$ cat src/rtl/fetch_ifid_stage.sv
// Fetch stage PC register and IF/ID pipeline register for a 5-stage MIPS pipeline.
// It honours the hazard unit's PC_write and IFID_write stall controls and the ID-stage
// branch redirect. It also keeps saturating stall and flush counters for performance debug.
module fetch_ifid_stage #(
    parameter int unsigned           ADDR_WIDTH = 32,
    parameter logic [ADDR_WIDTH-1:0] RESET_PC   = '0,
    parameter int unsigned           CNT_WIDTH  = 16
) (
    input  logic                  clk,
    input  logic                  rst,
    input  logic                  PC_write,
    input  logic                  IFID_write,
    input  logic                  branch_taken,
    input  logic [ADDR_WIDTH-1:0] branch_target,
    input  logic [31:0]           imem_instr,
    output logic [ADDR_WIDTH-1:0] imem_addr,
    output logic [31:0]           IFID_instr,
    output logic [ADDR_WIDTH-1:0] IFID_pc_plus4,
    output logic                  IFID_valid,
    output logic [4:0]            IFID_rs,
    output logic [4:0]            IFID_rt,
    output logic [CNT_WIDTH-1:0]  stall_count,
    output logic [CNT_WIDTH-1:0]  flush_count
);

    logic [ADDR_WIDTH-1:0] pc_q;
    logic [ADDR_WIDTH-1:0] pc_plus4;
    logic [ADDR_WIDTH-1:0] target_aligned;
    logic [31:0]           ifid_instr_q;
    logic [ADDR_WIDTH-1:0] ifid_pc_plus4_q;
    logic                  ifid_valid_q;
    logic [CNT_WIDTH-1:0]  stall_count_q;
    logic [CNT_WIDTH-1:0]  flush_count_q;
    logic                  stall_event;

    // The increment wraps naturally modulo 2^ADDR_WIDTH.
    // The redirect target is forced onto a word boundary.
    always_comb begin
        pc_plus4       = pc_q + ADDR_WIDTH'(4);
        target_aligned = {branch_target[ADDR_WIDTH-1:2], 2'b00};
        // A flush cycle is never counted as a stall.
        stall_event    = !branch_taken && !IFID_write;
    end

    // PC register: reset, then redirect, then advance, else hold.
    always_ff @(posedge clk) begin
        if (rst) begin
            pc_q <= RESET_PC;
        end else if (branch_taken) begin
            pc_q <= target_aligned;
        end else if (PC_write) begin
            pc_q <= pc_plus4;
        end
    end

    // IF/ID register: a redirect flushes it to a nop (one bubble), otherwise load or hold.
    always_ff @(posedge clk) begin
        if (rst || branch_taken) begin
            ifid_instr_q    <= '0;
            ifid_pc_plus4_q <= '0;
            ifid_valid_q    <= 1'b0;
        end else if (IFID_write) begin
            ifid_instr_q    <= imem_instr;
            ifid_pc_plus4_q <= pc_plus4;
            ifid_valid_q    <= 1'b1;
        end
    end

    // Saturating stall counter.
    always_ff @(posedge clk) begin
        if (rst) begin
            stall_count_q <= '0;
        end else if (stall_event && (stall_count_q != {CNT_WIDTH{1'b1}})) begin
            stall_count_q <= stall_count_q + CNT_WIDTH'(1);
        end
    end

    // Saturating redirect (flush) counter.
    always_ff @(posedge clk) begin
        if (rst) begin
            flush_count_q <= '0;
        end else if (branch_taken && (flush_count_q != {CNT_WIDTH{1'b1}})) begin
            flush_count_q <= flush_count_q + CNT_WIDTH'(1);
        end
    end

    // Outputs are driven straight from registers.
    // Only the rs/rt fields are sliced from the registered instruction.
    always_comb begin
        imem_addr     = pc_q;
        IFID_instr    = ifid_instr_q;
        IFID_pc_plus4 = ifid_pc_plus4_q;
        IFID_valid    = ifid_valid_q;
        IFID_rs       = ifid_instr_q[25:21];
        IFID_rt       = ifid_instr_q[20:16];
        stall_count   = stall_count_q;
        flush_count   = flush_count_q;
    end

endmodule

$ cat config.mk
export PLATFORM = sky130hd
export DESIGN_NAME = fetch_ifid_stage
export DESIGN_NICKNAME = d
export VERILOG_FILES = /design/src/rtl/fetch_ifid_stage.sv
export SDC_FILE = /design/constraint.sdc
export NUM_CORES = 1
export LEC_CHECK = 0
export CAP_MARGIN = 30
export CORE_MARGIN = 2
export CORE_UTILIZATION = 45
export DETAILED_ROUTE_END_ITERATION = 16
export PLACE_DENSITY = 0.89
export SKIP_LAST_GASP = 1
export SLEW_MARGIN = 10
export SYNTH_ARGS = -nofsm -noshare
export SYNTH_HDL_FRONTEND = slang
export SYNTH_SLANG_ARGS = --single-unit
export TNS_END_PERCENT = 30
$ cat constraint.sdc
create_clock -name clk -period 2.08 [get_ports clk]
set_input_delay 0.208 -clock clk [delete_from_list [all_inputs] [get_ports clk]]
set_output_delay 0.208 -clock clk [all_outputs]
set_load 0.05 [all_outputs]
==> results.txt <==
run status -> finished clean
Worst Min Path Start -> rst
Power Internal -> 4.59 mW
dominant cell type by area after synthesis -> dfxtp_1
cell chosen for the clock root -> clkbuf_16
Detailed Place HPWL -> 12.1 mm
vias in the first global route -> 5380
worst clock skew on the final layout -> 0.00470 ns
overall global routing resource usage -> 24.3%
Worst Hold Slack -> 0.155 ns
die height -> 118 µm
fraction of synthesized area in multiplexers -> 6.72%
count of warnings emitted by yosys -> 0
fraction of registers with async set or reset after synthesis -> 0%
Crit path arrival time -> 2.36 ns
CTS buffer count -> 17
via density per instance -> 5.33
initial cell density of the core -> 46.0%
Avg Synthesized Cell Area -> 8.54 µm²
cell count after placement -> 1028
terminating pin of the worst hold path -> stall_count[14]
number of cells produced by synthesis -> 680
path type of the worst min-delay path -> primary input to flop
number of enable flip-flop cells after synthesis -> 0
start-to-end type of the worst setup path -> flop to flop
shortest clock period the worst path allows after layout -> 2.04 ns
final-report setup violation count -> 0
H-tree levels -> 4
most common cell after layout, fill and taps aside -> clkdlybuf4s50_1
Cell Rows -> 41
top cell type's share of synthesized area -> 43.1%
Maximum Capacitance Violations -> 0
clock latency at the later pin of the worst-skew pair -> 0.42 ns
num ports -> 208
total leakage power -> 3.09 nW
placer congestion estimate -> 0.857
Synth Area in XOR/XNOR -> 10.4%
CTS sink cnt -> 125
1st-pass router iterations -> 5
crit start category -> flop
core area -> 12600 µm²
headroom to the max-slew limit -> 61.7%
synthesis-to-layout area growth -> 48.4%
depth of the worst hold-timing path -> 2
proportion of total power due to net switching -> 28.3%
count of antenna diodes in the layout -> 0
Die X -> 118 µm
largest buffer count on any clock path -> 2
worst-path fanout max -> 7
top library cells by usage in the layout, fill and taps aside -> 198 x clkdlybuf4s50_1, 105 x dfxtp_1, 104 x nor2_1
netlist area before placement -> 5810 µm²
worst flop-to-flop path startpoint -> imem_addr[3]
number of nets at the end of the flow -> 947
dominant combinational cell family by area after synthesis -> simple AND/OR/NAND/NOR gates
kind of end point of the critical path -> flop
count of antenna-violating nets left after detailed routing -> 0
Crit Reg-Reg Endpoint -> imem_addr[20]
initial antenna violation count -> 0
count of buffers added by post-CTS timing repair for setup -> 0
RSZ-0062 raised after global routing -> true
drt wl/cell -> 16.1 µm
final critical-path share of the clock period -> 98.3%
Final Worst Setup Slack -> 0.0361 ns
overall via count from detail_route -> 5646
worst voltage drop across the vdd grid -> 0.000420 V
Peak Freq -> 0.489 GHz
maximum number of pins on one net before global-route repair -> 93
DRC violations left -> 0
clock power share -> 43.8%
worst reg2reg path depth -> 6
fin area -> 8610 µm²
sequential cell area fraction in the yosys report -> 43.1%
combinational cell fraction of total power -> 15.8%
simple-gate portion of the synthesized area -> 23.3%
number of different library cells in the post-synthesis netlist -> 42
setup slack of the most critical reg-to-reg path -> 0.04 ns
fraction of the mapped netlist area in compound gates -> 10.5%
WP data required -> 2.40 ns
total gr overflow -> 0
first-pass GRT wire length -> 27.2 mm
flip-flop and latch count after synthesis -> 125
Core Util, Final -> 68.3%
total wire length -> 17.0 mm
post-layout instance count excluding filler cells -> 1060
CTS tree -> done
die footprint -> 13800 µm²
Primary FF master, synth -> dfxtp_1
pre-CTS worst setup slack -> 0.0501 ns
fraction of layout instances using a drive strength above 1 -> 10.7%
1st-iter DRT viols -> 450
IO buf count -> 201
final hold violation count -> 0
cells taking the most area after synthesis -> dfxtp_1 43%, mux2i_1 6.7%, nor2_1 6.7%, xnor2_1 6.0%, xor2_1 4.4%
area share of fa/ha/maj cells after synthesis -> 0.647%
fraction of power consumed by sequential logic -> 40.4%
actual slew at the worst max-slew pin -> 0.573 ns
Power Density -> 744 nW/µm²
reported net switching power -> 1.81 mW
final max-slew violation count -> 0
placed inst area -> 8040 µm²
Clock Pin Slew Worst Setup and Hold Paths -> 0.06 ns
==> final cells by class <==
class	instances	area (µm²)
clock inverter	14	119
fill	1025	4010
clock buffer	18	450
sequential	125	2530
multi-input combinational	493	3020
tap	172	215
inverter	5	18.8
timing repair buffer	233	2250
==> routing by layer <==
layer	track usage, %	part of all wire [%]	wire, µm
met1	29.0	42	7150
met2	40.1	48	8240
met3	7.66	6.9	1180
met4	11.0	2.7	468
met5	0	0	0
==> kinds of logic after synthesis <==
| family | count (synthesis) |
|---|---|
| simple gates | 272 |
| flops | 125 |
| compound gates | 106 |
| xor+xnor | 69 |
| buf+inv | 65 |
| mux | 39 |
| fa+ha+maj | 3 |
| other cells | 1 |
==> sequential cells by signal, indices dropped and copies added (netlist names) <==
name / cells
flush_count: 16
imem_addr: 30
IFID_pc_plus4: 30
IFID_valid: 1
IFID_instr: 32
stall_count: 16
==> cell usage after synthesis, types with 3 or more instances <==
cell      number
a211oi_1      18
a21oi_1       44
a311oi_1       3
and3_1         9
and4_1         8
buf_1          5
buf_2          7
buf_4         14
clkbuf_1      31
clkbuf_2       3
dfxtp_1      125
ha_1           3
inv_1          5
mux2i_1       39
nand2_1       40
nand3_1       24
nand4_1       28
nor2_1       104
nor3_1        24
nor4_1        10
o21ai_0       32
or3_1          8
xnor2_1       40
xor2_1        29
==> worst max-delay path by stage <==
| stage | from | to | slack [ns] | cells after the start |
|---|---|---|---|---|
| after floorplan | stall_count[0] | stall_count[10] | -0.11 | 5 |
| after global placement | PC_write | imem_addr[23] | 0.12 | 7 |
| after detailed placement | imem_addr[3] | imem_addr[20] | 0.05 | 6 |
| after CTS | imem_addr[3] | imem_addr[20] | 0.04 | 6 |
| after global routing | imem_addr[3] | imem_addr[20] | -0.04 | 6 |
| final | imem_addr[3] | imem_addr[20] | 0.04 | 6 |
==> per-stage QoR <==
step / total power, mW / TNS [ns]
2_1_floorplan: 3.25 / -0.466
3_3_place_gp: 3.62 / 0
3_5_place_dp: 3.64 / 0
4_1_cts: 6.46 / 0
5_1_grt: 6.65 / -0.0812
6_report: 6.41 / 0
==> critical path, stage by stage (launching register included) <==
cell and delay, ns:
dfxtp_2 0.38, ha_1 0.24, nand3_1 0.18, or4_1 0.54, nor3_1 0.25, xnor2_1 0.11, a211oi_1 0.25
==> power groups by stage <==
stage / Sequential (mW) / Combinational (mW) / Clock, mW
6_report: 2.59 / 1.01 / 2.81
5_1_grt: 2.60 / 1.06 / 2.98
4_1_cts: 2.59 / 1.01 / 2.86
3_5_place_dp: 2.64 / 1.01 / 0
3_3_place_gp: 2.63 / 0.992 / 0
2_1_floorplan: 2.91 / 0.340 / 0
==> repair_timing <==
item	CTS	global route
setup endpoints to repair	0	6
gates resized for setup	0	1
hold buffers	0	0
Note: power is estimated with default switching activity, not from simulation.
